`config.mk`:
```
export PLATFORM = sky130hd
export DESIGN_NAME = dd_scan_receiver_flat
export DESIGN_NICKNAME = d
export VERILOG_FILES = /design/src/rtl/dd_scan_receiver_if.sv /design/src/rtl/dd_scan_receiver.sv /design/src/flat_wrapper.sv
export SDC_FILE = /design/constraint.sdc
export NUM_CORES = 1
export LEC_CHECK = 0
export ABC_AREA = 1
export CAP_MARGIN = 20
export CORE_MARGIN = 1
export CORE_UTILIZATION = 51
export CTS_CLUSTER_DIAMETER = 120
export DETAILED_ROUTE_END_ITERATION = 10
export PLACE_DENSITY_LB_ADDON = 0.1
export SYNTH_ARGS = -nofsm -noshare
export SYNTH_HDL_FRONTEND = slang
export SYNTH_SLANG_ARGS = --single-unit
export TNS_END_PERCENT = 1
```
`constraint.sdc`:
```
create_clock -name clk -period 1.8 [get_ports clk]
set_input_delay 0.18 -clock clk [delete_from_list [all_inputs] [get_ports clk]]
set_output_delay 0.18 -clock clk [all_outputs]
set_load 0.02 [all_outputs]
```
`src/rtl/dd_scan_receiver_if.sv`:
```
// dd_scan_receiver_if: scanned display inputs (gate/led) and the decoded frame outputs
interface dd_scan_receiver_if #(
    parameter int NUM_DIGITS = 4
);
    logic [NUM_DIGITS-1:0] gate;
    logic [7:0] led;
    logic [4*NUM_DIGITS-1:0] digits;
    logic [NUM_DIGITS-1:0] dp;
    logic [NUM_DIGITS-1:0] digit_err;
    logic frame_valid;
    logic stale;
    logic [7:0] collisions;
    modport master (
        output gate, led,
        input digits, dp, digit_err, frame_valid, stale, collisions
    );
    modport slave (
        input gate, led,
        output digits, dp, digit_err, frame_valid, stale, collisions
    );
endinterface

```
`src/rtl/dd_scan_receiver.sv`:
```
// dd_scan_receiver: decodes a multiplexed 7-segment scan into per-digit hex frames
// Define DD_SCAN_DP_EN to capture decimal points (led[7]); otherwise dp is 0 and led[7] is ignored.
module dd_scan_receiver #(
    parameter int NUM_DIGITS = 4,
    parameter int SETTLE = 8,
    parameter int TIMEOUT = 4096
) (
    input logic clk,
    input logic rst,
    dd_scan_receiver_if.slave bus
);
    localparam int IW = NUM_DIGITS > 1 ? $clog2(NUM_DIGITS) : 1;
    localparam int CW = $clog2(SETTLE + 1);
    localparam int TW = $clog2(TIMEOUT + 1);
`ifdef DD_SCAN_DP_EN
    localparam logic [7:0] LED_MASK = 8'hFF;
`else
    localparam logic [7:0] LED_MASK = 8'h7F;
`endif
    typedef enum logic [1:0] {ST_IDLE, ST_SETTLE, ST_HOLD} stateT;
    stateT state;
    logic [NUM_DIGITS-1:0] gateR, capGate, seen, pendErr, digErr;
    logic [7:0] ledR, capLed, coll;
    logic [CW-1:0] cnt;
    logic [TW-1:0] tmo;
    logic [NUM_DIGITS-1:0][3:0] pendVal, digVal;
    logic frameValid, oneHot, multiHot, changed, accept;
    logic [IW-1:0] gateIdx;
    logic [4:0] dec;
`ifdef DD_SCAN_DP_EN
    logic [NUM_DIGITS-1:0] pendDp, dpR;
`endif
    // {error, value}; unknown patterns decode to value 0 with error set
    function automatic logic [4:0] decode(input logic [6:0] seg);
        case (seg)
            7'h3F: return 5'h00;
            7'h06: return 5'h01;
            7'h5B: return 5'h02;
            7'h4F: return 5'h03;
            7'h66: return 5'h04;
            7'h6D: return 5'h05;
            7'h7D: return 5'h06;
            7'h07: return 5'h07;
            7'h7F: return 5'h08;
            7'h6F: return 5'h09;
            7'h77: return 5'h0A;
            7'h7C: return 5'h0B;
            7'h39: return 5'h0C;
            7'h5E: return 5'h0D;
            7'h79: return 5'h0E;
            7'h71: return 5'h0F;
            default: return 5'h10;
        endcase
    endfunction
    always_comb begin
        oneHot = gateR != '0 && (gateR & (gateR - 1'b1)) == '0;
        multiHot = gateR != '0 && !oneHot;
        changed = gateR != capGate || ledR != capLed;
        gateIdx = '0;
        for (int i = 0; i < NUM_DIGITS; i++) if (gateR[i]) gateIdx = IW'(i);
        dec = decode(ledR[6:0]);
        accept = oneHot && (state == ST_IDLE || changed ? SETTLE == 1 : state == ST_SETTLE && int'(cnt) + 1 >= SETTLE);
    end
    always_ff @(posedge clk or negedge rst) begin
        if (!rst) begin
            gateR <= '0;
            ledR <= '0;
            capGate <= '0;
            capLed <= '0;
            cnt <= '0;
            state <= ST_IDLE;
        end else begin
            gateR <= bus.gate;
            ledR <= bus.led & LED_MASK;
            if (!oneHot) begin
                state <= ST_IDLE;
            end else if (state == ST_IDLE || changed) begin
                state <= accept ? ST_HOLD : ST_SETTLE;
                cnt <= CW'(1);
                capGate <= gateR;
                capLed <= ledR;
            end else if (state == ST_SETTLE) begin
                state <= accept ? ST_HOLD : ST_SETTLE;
                cnt <= cnt + 1'b1;
            end
        end
    end
    // Frame copy reads the old pending buffer, so a same-cycle acceptance lands in the next frame
    always_ff @(posedge clk or negedge rst) begin
        if (!rst) begin
            seen <= '0;
            pendVal <= '0;
            pendErr <= '0;
            digVal <= '0;
            digErr <= '0;
            frameValid <= 1'b0;
            tmo <= '0;
            coll <= '0;
`ifdef DD_SCAN_DP_EN
            pendDp <= '0;
            dpR <= '0;
`endif
        end else begin
            frameValid <= &seen;
            seen <= (seen & {NUM_DIGITS{~&seen}}) | (gateR & {NUM_DIGITS{accept}});
            if (&seen) begin
                digVal <= pendVal;
                digErr <= pendErr;
`ifdef DD_SCAN_DP_EN
                dpR <= pendDp;
`endif
            end
            if (accept) begin
                pendVal[gateIdx] <= dec[3:0];
                pendErr[gateIdx] <= dec[4];
`ifdef DD_SCAN_DP_EN
                pendDp[gateIdx] <= ledR[7];
`endif
            end
            tmo <= frameValid ? '0 : tmo + TW'(tmo != TW'(TIMEOUT));
            coll <= coll + 8'(multiHot && coll != 8'hFF);
        end
    end
    assign bus.digits = digVal;
    assign bus.digit_err = digErr;
    assign bus.frame_valid = frameValid;
    assign bus.stale = tmo == TW'(TIMEOUT);
    assign bus.collisions = coll;
`ifdef DD_SCAN_DP_EN
    assign bus.dp = dpR;
`else
    assign bus.dp = '0;
`endif
endmodule
```
`src/flat_wrapper.sv`:
```
// flat-port wrapper written by rule: the top's interface ports become plain ports
module dd_scan_receiver_flat 
#(
    parameter int NUM_DIGITS = 4,
    parameter int SETTLE = 8,
    parameter int TIMEOUT = 4096
)
  (clk, rst, bus_gate, bus_led, bus_digits, bus_dp, bus_digit_err, bus_frame_valid, bus_stale, bus_collisions);
  dd_scan_receiver_if #(.NUM_DIGITS(NUM_DIGITS)) bus_i ();
  input logic clk;
  input logic rst;
  input wire logic [$bits(bus_i.gate)-1:0] bus_gate;
  input wire logic [$bits(bus_i.led)-1:0] bus_led;
  output wire logic [$bits(bus_i.digits)-1:0] bus_digits;
  output wire logic [$bits(bus_i.dp)-1:0] bus_dp;
  output wire logic [$bits(bus_i.digit_err)-1:0] bus_digit_err;
  output wire logic [$bits(bus_i.frame_valid)-1:0] bus_frame_valid;
  output wire logic [$bits(bus_i.stale)-1:0] bus_stale;
  output wire logic [$bits(bus_i.collisions)-1:0] bus_collisions;
  assign bus_i.gate = bus_gate;
  assign bus_i.led = bus_led;
  assign bus_digits = bus_i.digits;
  assign bus_dp = bus_i.dp;
  assign bus_digit_err = bus_i.digit_err;
  assign bus_frame_valid = bus_i.frame_valid;
  assign bus_stale = bus_i.stale;
  assign bus_collisions = bus_i.collisions;
  dd_scan_receiver #(.NUM_DIGITS(NUM_DIGITS), .SETTLE(SETTLE), .TIMEOUT(TIMEOUT)) u_core (.clk(clk), .rst(rst), .bus(bus_i));
endmodule
```
==> After elaboration in Yosys (flattened, before gate mapping) <==
Cells that the tools add are included.
Widths: inputs -> output; s select.
{ "totals": {"latchBits": 0, "mem_bits_ro": 0, "n_memories": 0, "output_inout_bits": 34, "ram_bits": 0, "word_cells": 90, "regBits": 94, "input_bits": 14} }
{ "classes": {"n_addsub": 5, "shifts": 0, "div_mod_pow": 0, "muxes": 18, "n_eq_ne": 23, "n_reduce_logical": 17, "n_mul": 0, "n_lt_le_gt_ge": 3, "bitwise": 4} }
{ "op_table": {"columns": ["cell", "n"], "rows": [
  ["$eq 7x7->1 const B", 12],
  ["$pmux 5 s16", 1],
  ["$ge 32x5->1 const B", 1],
  ["$bwmux 16", 1],
  ["$eq 7x3->1 const B", 2],
  ["$eq 7x6->1 const B", 2],
  ["$add 13x1->13", 1],
  ["$eq 13x13->1 const B", 1],
  ["$mux 13", 1],
  ["$ne 13x13->1 const B", 1],
  ["$and 4x4->4", 3],
  ["$mux 2", 6],
  ["$mux 4", 3],
  ["$add 8x1->8", 1],
  ["$demux 4 s2", 1],
  ["$ne 8x8->1 const B", 1],
  ["$ne 7x7->1", 1],
  ["$logic_and 1x1->1", 6],
  ["$add 4x1->5 const B", 1],
  ["$add 4x1->4 const B", 1],
  ["$bwmux 4", 1],
  ["$logic_not 4->1", 1],
  ["$ne 4x4->1", 1],
  ["$or 4x4->4", 1],
  ["other kinds (14)", 19]
]} }

==> Logic depth before layout (Yosys ltp) <==
Gate-level depths: netlist (run 1).
{ "logic_depth": {"ltp_word": 9, "ltp_mapped": 14, "depth_no_buf": 14} }

==> Worst setup path before layout (run 1) <==
Ideal clock, no wire load.
{ "synth_timing": {"kind": "register to register", "from": "register u_core.tmo[0]", "to": "register u_core.tmo[11]", "arrival_ns": 1.659, "n_path_buf": 0, "path_stages_with_launch": 15, "setup_ns": 0.119, "slack_ns": 0.023, "required_time_ns": 1.681, "synth_period_minus_slack_ns": 1.777, "cell_sequence": "dfrtp_1 > inv_1 > ha_1 > nand2_1 > nor3_1 > nand3_1 > ha_1 > nand3_1 > nor2_1 > nand2_1 > nor2_1 > nand2_1 > inv_1 > a21oi_1 > o21a_1"} }
{ "synth_between": {"elab_chain_len": 3} }
{ "synth_rtl": {"columns": ["element", "line", "text"], "rows": [
  ["start, declared", "dd_scan_receiver.sv:25", "logic [TW-1:0] tmo;"],
  ["start signal, assigned", "dd_scan_receiver.sv:120", "tmo <= frameValid ? '0 : tmo + TW'(tmo != TW'(TIMEOUT));"],
  ["$ne 13x13->1", "dd_scan_receiver.sv:120", null],
  ["$add 13x1->13 *", "dd_scan_receiver.sv:120", null],
  ["$mux 13 *", "dd_scan_receiver.sv:120", null]
]} }
Every way passes the cells marked *; elsewhere a longest branch is shown, timed or not.
A chain may end at the register's enable or synchronous reset.

==> Final worst setup path (run 1) <==
{ "layout_timing": {"from": "register u_core.tmo[0]", "to": "register u_core.tmo[7]"} }
Same word-level chain as after synthesis.

==> run summary, run 1 <==
drt via density: 4.96
die area: 0.00941 mm^2
DRT iter0 DRCs: 146
chip width: 97.0 um
Max stage delay cell, worst path: dfrtp_1
PnR worst setup slack: -0.00588 ns
Critical Path End Type: flip-flop
mapped cell area: 0.00460 mm^2
GRT Util Overall: 21.2%
clk slew on worst S/H paths: 0.10 ns
Fmax: 554 MHz
CTS tree: done
kind of critical path: reg -> reg
critical path cell sequence: inv_1 > ha_2 > nand2_2 > nor3_2 > nand3_2 > ha_2 > nand3_2 > nor2_2 > nand2_2 > nor2_4 > nand2_2 > inv_2 > buf_4 > nor3_2
post-synthesis adder-cell area fraction: 1.90%
Post-Route WL: 9.29 mm
fin crit period: 1.81 ns
most frequent cells in the layout: nand2_1, dfrtp_1, nor2_1
Required @ worst endpoint: 2.09 ns
GRT Residual Overflow: 0
Comb pwr share: 18.5%
antenna violations before repair: 0
number of fillers in the final layout: 736
Final Hold Viols: 0
total power divided by cell area: 808 mW/mm^2
FP Rows: 34
post-synthesis sequential area ratio: 51.1%
P_sw: 1470 uW
largest family of logic cells by synthesized area: simple AND/OR/NAND/NOR gates
CP Max Fanout: 4
clk root buf: clkbuf_8
Syn. warnings: 0
post-synthesis mux area share: 0%
Switching Share: 31.9%
RSZ-0062 raised after global routing: true
Avg Cell Area, Syn: 7.88 um^2
Multi-input gate area: 0.00209 mm^2
Pre-Repair DR Iteration Count: 4
top cell type's share of synthesized area: 51.1%
Clock Latency Late Sink: 0.36 ns
first-pass GRT wire length: 16.4 mm
Worst Skew: 0.00948 ns
#FFs+latches synth: 94
DP HPWL: 6.86 mm
layout cells sized above 1: 17.6%
P_int: 3140 uW
final setup TNS: -0.00941 ns
Lkg Pwr: 0.00290 uW
Clock Power Share: 29.2%
cts bufs inserted: 9
Peak VDD IR: 658 uV
initial core utilization: 52.8%
outcome: finished, violations left
area occupied by registers: 0.00236 mm^2
most common cell after layout, fill and taps aside: nand2_1
average wire per standard cell: 12.1 um
post-synthesis cell count: 584
Layout Nets: 676
main area contributors after synthesis: dfrtp_1, nand2_1, nor2_1
Synth area leader: dfrtp_1
final core utilization: 65.3%
via count: 3,808
Layout area overhead: 23.8%
largest net degree at the start of global routing: 39
Setup WS pre-CTS: -0.0982 ns
max_slew headroom: 61.6%
max-cap viol count: 0
slowest cell delay on critical path: 0.39 ns
Tightest Pin Transition: 0.576 ns
worst hold-check path type: in -> reg
I/O Buffers: 42
Residual DRC: 0
Most Frequent Cell on Critical Path: nand2_2
# clock sinks: 94
Worst Setup Start Kind: flip-flop
Vert. Die Dim: 97.0 um
failing checks: negative setup slack
Arrival @ worst endpoint: 2.10 ns
Synth Area in Compound Gates: 3.42%
Placeable Area: 0.00872 mm^2
Final Power: 4600 uW
final setup fails: 2
period utilization: 100%
Synth cell types: 31
# H-tree levels: 3
GP Congestion: 0.848
n_diodes: 0
I/O Pins: 48
Post-Synth XOR/XNOR Area: 1.90%
clock buffer depth: 2
vias in the first global route: 3,629
Synth Area in Simple Gates: 34.8%
Pins Over Slew Limit: 0
Seq pwr share: 52.3%
ANT nets after route: 0
## stage by stage
| stage | hold slack (ns) | std cells | instance area (um^2) |
|---|---|---|---|
| 5_1_grt | 0.239 | 768 | 5700 |
| 3_5_place_dp | 0.141 | 746 | 5290 |
| 6_report | 0.248 | 768 | 5700 |
| 3_3_place_gp | 0.138 | 746 | 5290 |
| 4_1_cts | 0.236 | 766 | 5550 |
| 2_1_floorplan | -0.116 | 587 | 4610 |
## worst max-delay path, delay by kind of cell (launching register included)
family | cells | cell delay [ns]
fa+ha+maj | 2 | 0.38
buf+inv | 3 | 0.24
flops | 1 | 0.39
simple gates | 9 | 0.75
## final timing paths
check	startpoint	endpoint	slack, ns	cells past startpoint
worst max-delay path	u_core.tmo[0]$_DFF_PN0_	u_core.tmo[7]$_DFF_PN0_	-0.006	14
worst min-delay path	bus_led[0]	u_core.ledR[0]$_DFF_PN0_	0.25	1
worst max register to register	u_core.tmo[0]$_DFF_PN0_	u_core.tmo[7]$_DFF_PN0_	-0.006	14
worst min register to register	u_core.pendVal[5]$_DFFE_PN0P_	u_core.bus.digits[5]$_DFFE_PN0P_	0.47	2
max in group asynchronous	rst	u_core.bus.digits[0]$_DFFE_PN0P_	0.89	3
min in group asynchronous	rst	u_core.tmo[8]$_DFF_PN0_	0.27	2
## power by group through the flow
stage	logic (uW)	clock network [uW]	registers, uW
floorplan	405	0	2500
global placement	794	0	2430
detailed placement	806	0	2430
CTS	816	1390	2390
global route	953	1460	2430
finish	851	1350	2410
## per-layer routing
| layer | wire (um) | GRT usage, % |
|---|---|---|
| met3 | 295 | 3.97 |
| met2 | 4560 | 35.9 |
| met1 | 4310 | 27.9 |
| met5 | 0 | 0 |
| met4 | 121 | 5.97 |
## sequential cells by signal, summed over array words and instances (netlist names)
name                    flops
u_core.tmo                 13
u_core.pendErr              4
u_core.state                2
u_core.gateR                4
u_core.bus.digits          16
u_core.seen                 4
u_core.bus.digit_err        4
u_core.cnt                  4
u_core.ledR                 7
u_core.pendVal             16
u_core.bus.frame_valid      1
u_core.capLed               7
u_core.bus.collisions       8
u_core.capGate              4
## final cells by class
class	count	area share [%]
Timing Repair Buffer	74	12.4
Inverter	55	3.71
Tap cell	108	2.37
Sequential cell	94	41.4
Clock buffer	9	2.17
Clock inverter	7	1.23
Multi-Input combinational cell	421	36.7
## synth_stat cells
library cell and count:
inv_1 44, inv_2 9, a211oi_1 2, clkbuf_1 5
nor3b_1 3, and2_1 1, nor4_1 2, conb_1 1
buf_6 1, nand4_1 11, o21ai_1 4, nand3_2 7
xor2_1 4, nor2_2 3, buf_2 2, xnor2_1 6
nor2_1 57, nand2_2 8, buf_4 9, o21a_1 1
a41oi_1 1, nor2_4 3, nand2_1 226, clkinv_1 2
nor3_1 10, dfrtp_1 94, o21ai_0 15, o21bai_2 1
ha_1 7, nand3_1 41, a21oi_1 4
## cell families (layout without fill, tap and decap cells)
family	after synthesis	count (layout)
flops	94	94
xor+xnor	10	10
simple gates	372	372
fa+ha+maj	7	7
buf+inv	72	145
other cells	1	4
compound gates	28	28
## timing repair
action                     CTS  global route
setup endpoints to repair    6            45
resized for setup           14            38
hold buffers                 1             0
buffers inserted             3             2
hold endpoints to repair    29             0
pin swaps                    5            10
(Power assumes the default switching activity.)
==> run 2: changes to the inputs <==
- clock period: 1.8 -> 1.5 ns (I/O delays scaled with it)
==> run summary, run 2 (same netlist as run 1, synthesis figures left out) <==
Vert. Die Dim: 97.0 um
Comb pwr share: 21.5%
total power divided by cell area: 938 mW/mm^2
final core utilization: 69.6%
Pins Over Slew Limit: 0
first-pass GRT wire length: 18.0 mm
GRT Residual Overflow: 0
critical path cell sequence: inv_2 > ha_4 > nand2_2 > nor3_2 > nand3_1 > ha_2 > nand3_4 > nor2_4 > nand2_2 > nor2_4 > nand2_2 > inv_2 > a21oi_2 > o21a_1
clk root buf: clkbuf_8
clock buffer depth: 2
final setup fails: 55
die area: 0.00941 mm^2
drt via density: 4.97
WP depth: 14
CP startpoint: u_core.tmo[0]$_DFF_PN0_
largest net degree at the start of global routing: 31
n_diodes: 0
Crit path max-delay family: simple AND/OR/NAND/NOR gates
Layout area overhead: 31.9%
fin cells: 820
DP HPWL: 7.55 mm
Residual DRC: 0
final instance area: 0.00607 mm^2
Switching Share: 31.7%
RSZ-0062 raised after global routing: true
Placeable Area: 0.00872 mm^2
GRT Util Overall: 23.7%
met3 GRT Util: 4.55%
max_slew headroom: 61.2%
via count: 4,078
# H-tree levels: 3
met1 Use GR: 30.1%
chip width: 97.0 um
FF-to-FF path depth: 14
critical path buffer and inverter count: 2
initial core utilization: 52.8%
FP Rows: 34
kind of critical path: reg -> reg
worst hold-check path type: in -> reg
hold path cells: 1
I/O Pins: 48
Arrival @ worst endpoint: 2.11 ns
slowest cell delay on critical path: 0.38 ns
clk slew on worst S/H paths: 0.10 ns
CP Max Fanout: 4
dpl cell area: 0.00573 mm^2
vias in the first global route: 4,019
I/O Buffers: 42
Worst Setup Start Kind: flip-flop
CTS tree: done
Final Hold Viols: 0
Worst Skew: 0.0154 ns
Clock Power Share: 28.9%
P_sw: 1800 uW
Post-Route WL: 10.5 mm
Max stage delay cell, worst path: dfrtp_1
Pre-Repair DR Iteration Count: 4
ANT nets after route: 0
Worst Min Path Start: bus_gate[1]
Lkg Pwr: 0.00336 uW
worst r2r src: u_core.tmo[0]$_DFF_PN0_
Required @ worst endpoint: 1.76 ns
Setup WS pre-CTS: -0.391 ns
Layout Nets: 728
Peak VDD IR: 584 uV
Most Frequent Cell on Critical Path: nand2_2
period utilization: 123%
PnR worst setup slack: -0.349 ns
antenna violations before repair: 0
failing checks: negative setup slack
dpl cells: 800
most frequent cells in the layout: nand2_1, dfrtp_1, buf_4
P_int: 3890 uW
Fmax: 541 MHz
Critical Path End Type: flip-flop
GP Congestion: 0.822
cts bufs inserted: 9
# clock sinks: 94
average wire per standard cell: 12.8 um
DRT iter0 DRCs: 215
max-cap viol count: 0
layout cells sized above 1: 23.6%
GRT busiest layer: met2
outcome: finished, violations left
Seq pwr share: 49.6%
fin crit period: 1.85 ns
Clock Latency Late Sink: 0.38 ns
most common cell after layout, fill and taps aside: nand2_1
Tightest Pin Transition: 0.581 ns
final setup TNS: -6.39 ns
met2 Resource Use GR: 40.8%
==> run 2: final timing paths <==
| path | end | slack [ns] |
|---|---|---|
| min in group asynchronous | u_core.tmo[2]$_DFF_PN0_ | 0.24 |
| max in group asynchronous | u_core.gateR[3]$_DFF_PN0_ | 0.66 |
| min | u_core.gateR[1]$_DFF_PN0_ | 0.20 |
| max reg2reg | u_core.tmo[11]$_DFF_PN0_ | -0.35 |
| max | u_core.tmo[11]$_DFF_PN0_ | -0.35 |
| min reg2reg | u_core.bus.digits[12]$_DFFE_PN0P_ | 0.48 |
==> run 2: through the flow <==
step	hold slack, ns	total power [uW]
global placement	0.111	4110
global route	0.192	5970
CTS	0.188	5740
floorplan	-0.146	3480
finish	0.202	5690
detailed placement	0.117	4150
==> run 2: what timing repair did <==
item,CTS,global route
gates resized for setup,51,25
buffers inserted,3,0
endpoints found under the hold margin,25,0
endpoints found under the setup margin,78,63
pin swaps,9,10
hold buffers,1,0
==> run 2: routing by layer <==
layer	vias to the layer above	wire length (um)
li1	2066	-
met1	1911	4580
met2	80	5310
met3	21	388
met4	0	209
met5	-	0
==> run 2: area by class of cell <==
cell class	count	area [um^2]
Multi-Input combinational cell	421	2090
Clock inverter	7	67.6
Fill cell	724	2650
Clock buffer	9	124
Inverter	55	206
Timing Repair Buffer	126	1090
Tap cell	108	135
Sequential cell	94	2360
==> run 2: power groups by stage <==
| stage | logic (uW) | clock network [uW] | registers [uW] |
|---|---|---|---|
| 2_1_floorplan | 486 | 0 | 2990 |
| 3_3_place_gp | 1250 | 0 | 2870 |
| 3_5_place_dp | 1280 | 0 | 2870 |
| 4_1_cts | 1230 | 1680 | 2830 |
| 5_1_grt | 1360 | 1770 | 2850 |
| 6_report | 1220 | 1650 | 2820 |
==> run 3: changes to the inputs <==
- CTS_CLUSTER_SIZE: default -> 30
- REMOVE_ABC_BUFFERS: default -> 1
==> run summary, run 3 (same netlist as run 1, synthesis figures left out) <==
most common cell after layout, fill and taps aside: nand2_1
Layout area overhead: 36.6%
antenna violations before repair: 0
Worst Setup Start Kind: flip-flop
max_slew headroom: 58.7%
GRT Util Overall: 24.7%
Max stage delay cell, worst path: dfrtp_1
RSZ-0062 raised after global routing: true
layout cells sized above 1: 27.5%
critical path cell sequence: inv_1 > ha_2 > nand2_2 > nor3_2 > nand3_1 > ha_2 > nand3_4 > nor2_4 > nand2_2 > nor2_4 > nand2_2 > inv_2 > a21oi_2 > o21a_1
outcome: finished, violations left
Layout Nets: 743
Post-Route WL: 11.2 mm
worst reg2reg setup slack: -0.43 ns
Vert. Die Dim: 97.0 um
# clock sinks: 94
GP Congestion: 0.890
Arrival @ worst endpoint: 2.25 ns
Final Hold Viols: 0
Fmax: 517 MHz
dpl cell area: 0.00580 mm^2
I/O Pins: 48
Residual DRC: 0
DP HPWL: 7.79 mm
reg-to-reg endpoint: u_core.tmo[11]$_DFF_PN0_
Placeable Area: 0.00872 mm^2
fin crit period: 1.93 ns
clk slew on worst S/H paths: 0.10 ns
DRT iter0 DRCs: 190
n_diodes: 0
Pre-Repair DR Iteration Count: 5
Most Frequent Cell on Critical Path: nand2_2
final setup TNS: -6.91 ns
slowest cell delay on critical path: 0.39 ns
initial core utilization: 52.8%
FP Rows: 34
average wire per standard cell: 13.4 um
ANT nets after route: 0
via count: 4,250
PnR worst setup slack: -0.435 ns
Critical Path End Type: flip-flop
first-pass GRT wire length: 19.1 mm
Required @ worst endpoint: 1.81 ns
most frequent cells in the layout: nand2_1, buf_4, dfrtp_1
vias in the first global route: 4,322
kind of critical path: reg -> reg
chip width: 97.0 um
critical path endpoint: u_core.tmo[11]$_DFF_PN0_
I/O Buffers: 42
failing checks: negative setup slack
largest net degree at the start of global routing: 40
clk root buf: clkbuf_8
die area: 0.00941 mm^2
FF-to-FF path depth: 14
drt via density: 5.09
Pins Over Slew Limit: 0
cts bufs inserted: 9
final instance area: 0.00629 mm^2
clock buffer depth: 2
# H-tree levels: 3
period utilization: 129%
CP Max Fanout: 4
Clock Latency Late Sink: 0.36 ns
CP startpoint: u_core.tmo[0]$_DFF_PN0_
worst r2r src: u_core.tmo[0]$_DFF_PN0_
total power divided by cell area: 945 mW/mm^2
CTS tree: done
Lkg Pwr: 0.00358 uW
worst hold-check path type: in -> async
GRT Residual Overflow: 0
Tightest Pin Transition: 0.619 ns
Final Power: 5940 uW
Peak VDD IR: 756 uV
max-cap viol count: 0
final setup fails: 47
Worst Skew: 0.00911 ns
## run 3: repair_timing
item | in CTS | in global routing
setup buffers | 4 | 1
pin swaps | 8 | 9
hold buffers | 1 | 0
hold endpoints to repair | 55 | 0
resized for setup | 49 | 54
setup endpoints to repair | 64 | 72
## run 3: worst min-delay path by stage
| stage | end | slack, ns | depth (start not counted) |
|---|---|---|---|
| 2_1_floorplan | u_core.bus.collisions[0]$_DFF_PN0_ | -0.15 | 0 |
| 6_report | u_core.seen[1]$_DFF_PN0_ | 0.20 | 2 |
| 3_3_place_gp | u_core.seen[1]$_DFF_PN0_ | 0.05 | 1 |
| 4_1_cts | u_core.pendVal[3]$_DFFE_PN0P_ | 0.21 | 2 |
| 3_5_place_dp | u_core.pendVal[6]$_DFFE_PN0P_ | 0.05 | 1 |
| 5_1_grt | u_core.cnt[1]$_DFFE_PN0P_ | 0.21 | 2 |
## run 3: worst max-delay path: cells and delay by family (launching register included)
family                   cells  cell delay (ns)
AND/OR/NAND/NOR              8             0.71
AO/OA/AOI/OAI                2             0.24
buffers and inverters        2             0.12
adder cells (fa/ha/maj)      2             0.43
flip-flops                   1             0.39
## run 3: layer usage
| metal | track usage [%] | wire (um) | vias to the layer above |
|---|---|---|---|
| li1 | - | - | 2099 |
| met1 | 30.8 | 4820 | 2042 |
| met2 | 43.0 | 5700 | 86 |
| met3 | 3.97 | 403 | 23 |
| met4 | 9.18 | 253 | 0 |
| met5 | 0 | 0 | - |
## run 3: cell type report
cell class / instances / area (um^2)
clock inverters: 7 / 81.3
fillers: 690 / 2430
flip-flops and latches: 94 / 2360
clock buffers: 9 / 124
multi-input cells: 421 / 2140
inverters: 55 / 209
repair buffers: 141 / 1240
well taps: 108 / 135
## run 3: report_power, final
part	total [uW]	switching (uW)	internal [uW]	leakage (uW)
clock network	1760	967	791	0.0000940
logic	1360	748	612	0.00225
registers	2820	127	2700	0.00123
## run 3: metrics by stage
step	setup WS [ns]	utilization, %	instances	hold slack [ns]
floorplan	-0.290	-	570	-0.146
global placement	-0.294	66.5	814	0.0466
detailed placement	-0.357	66.5	814	0.0505
CTS	-0.293	70.2	835	0.206
global route	-0.529	72.1	835	0.211
finish	-0.435	72.1	835	0.197
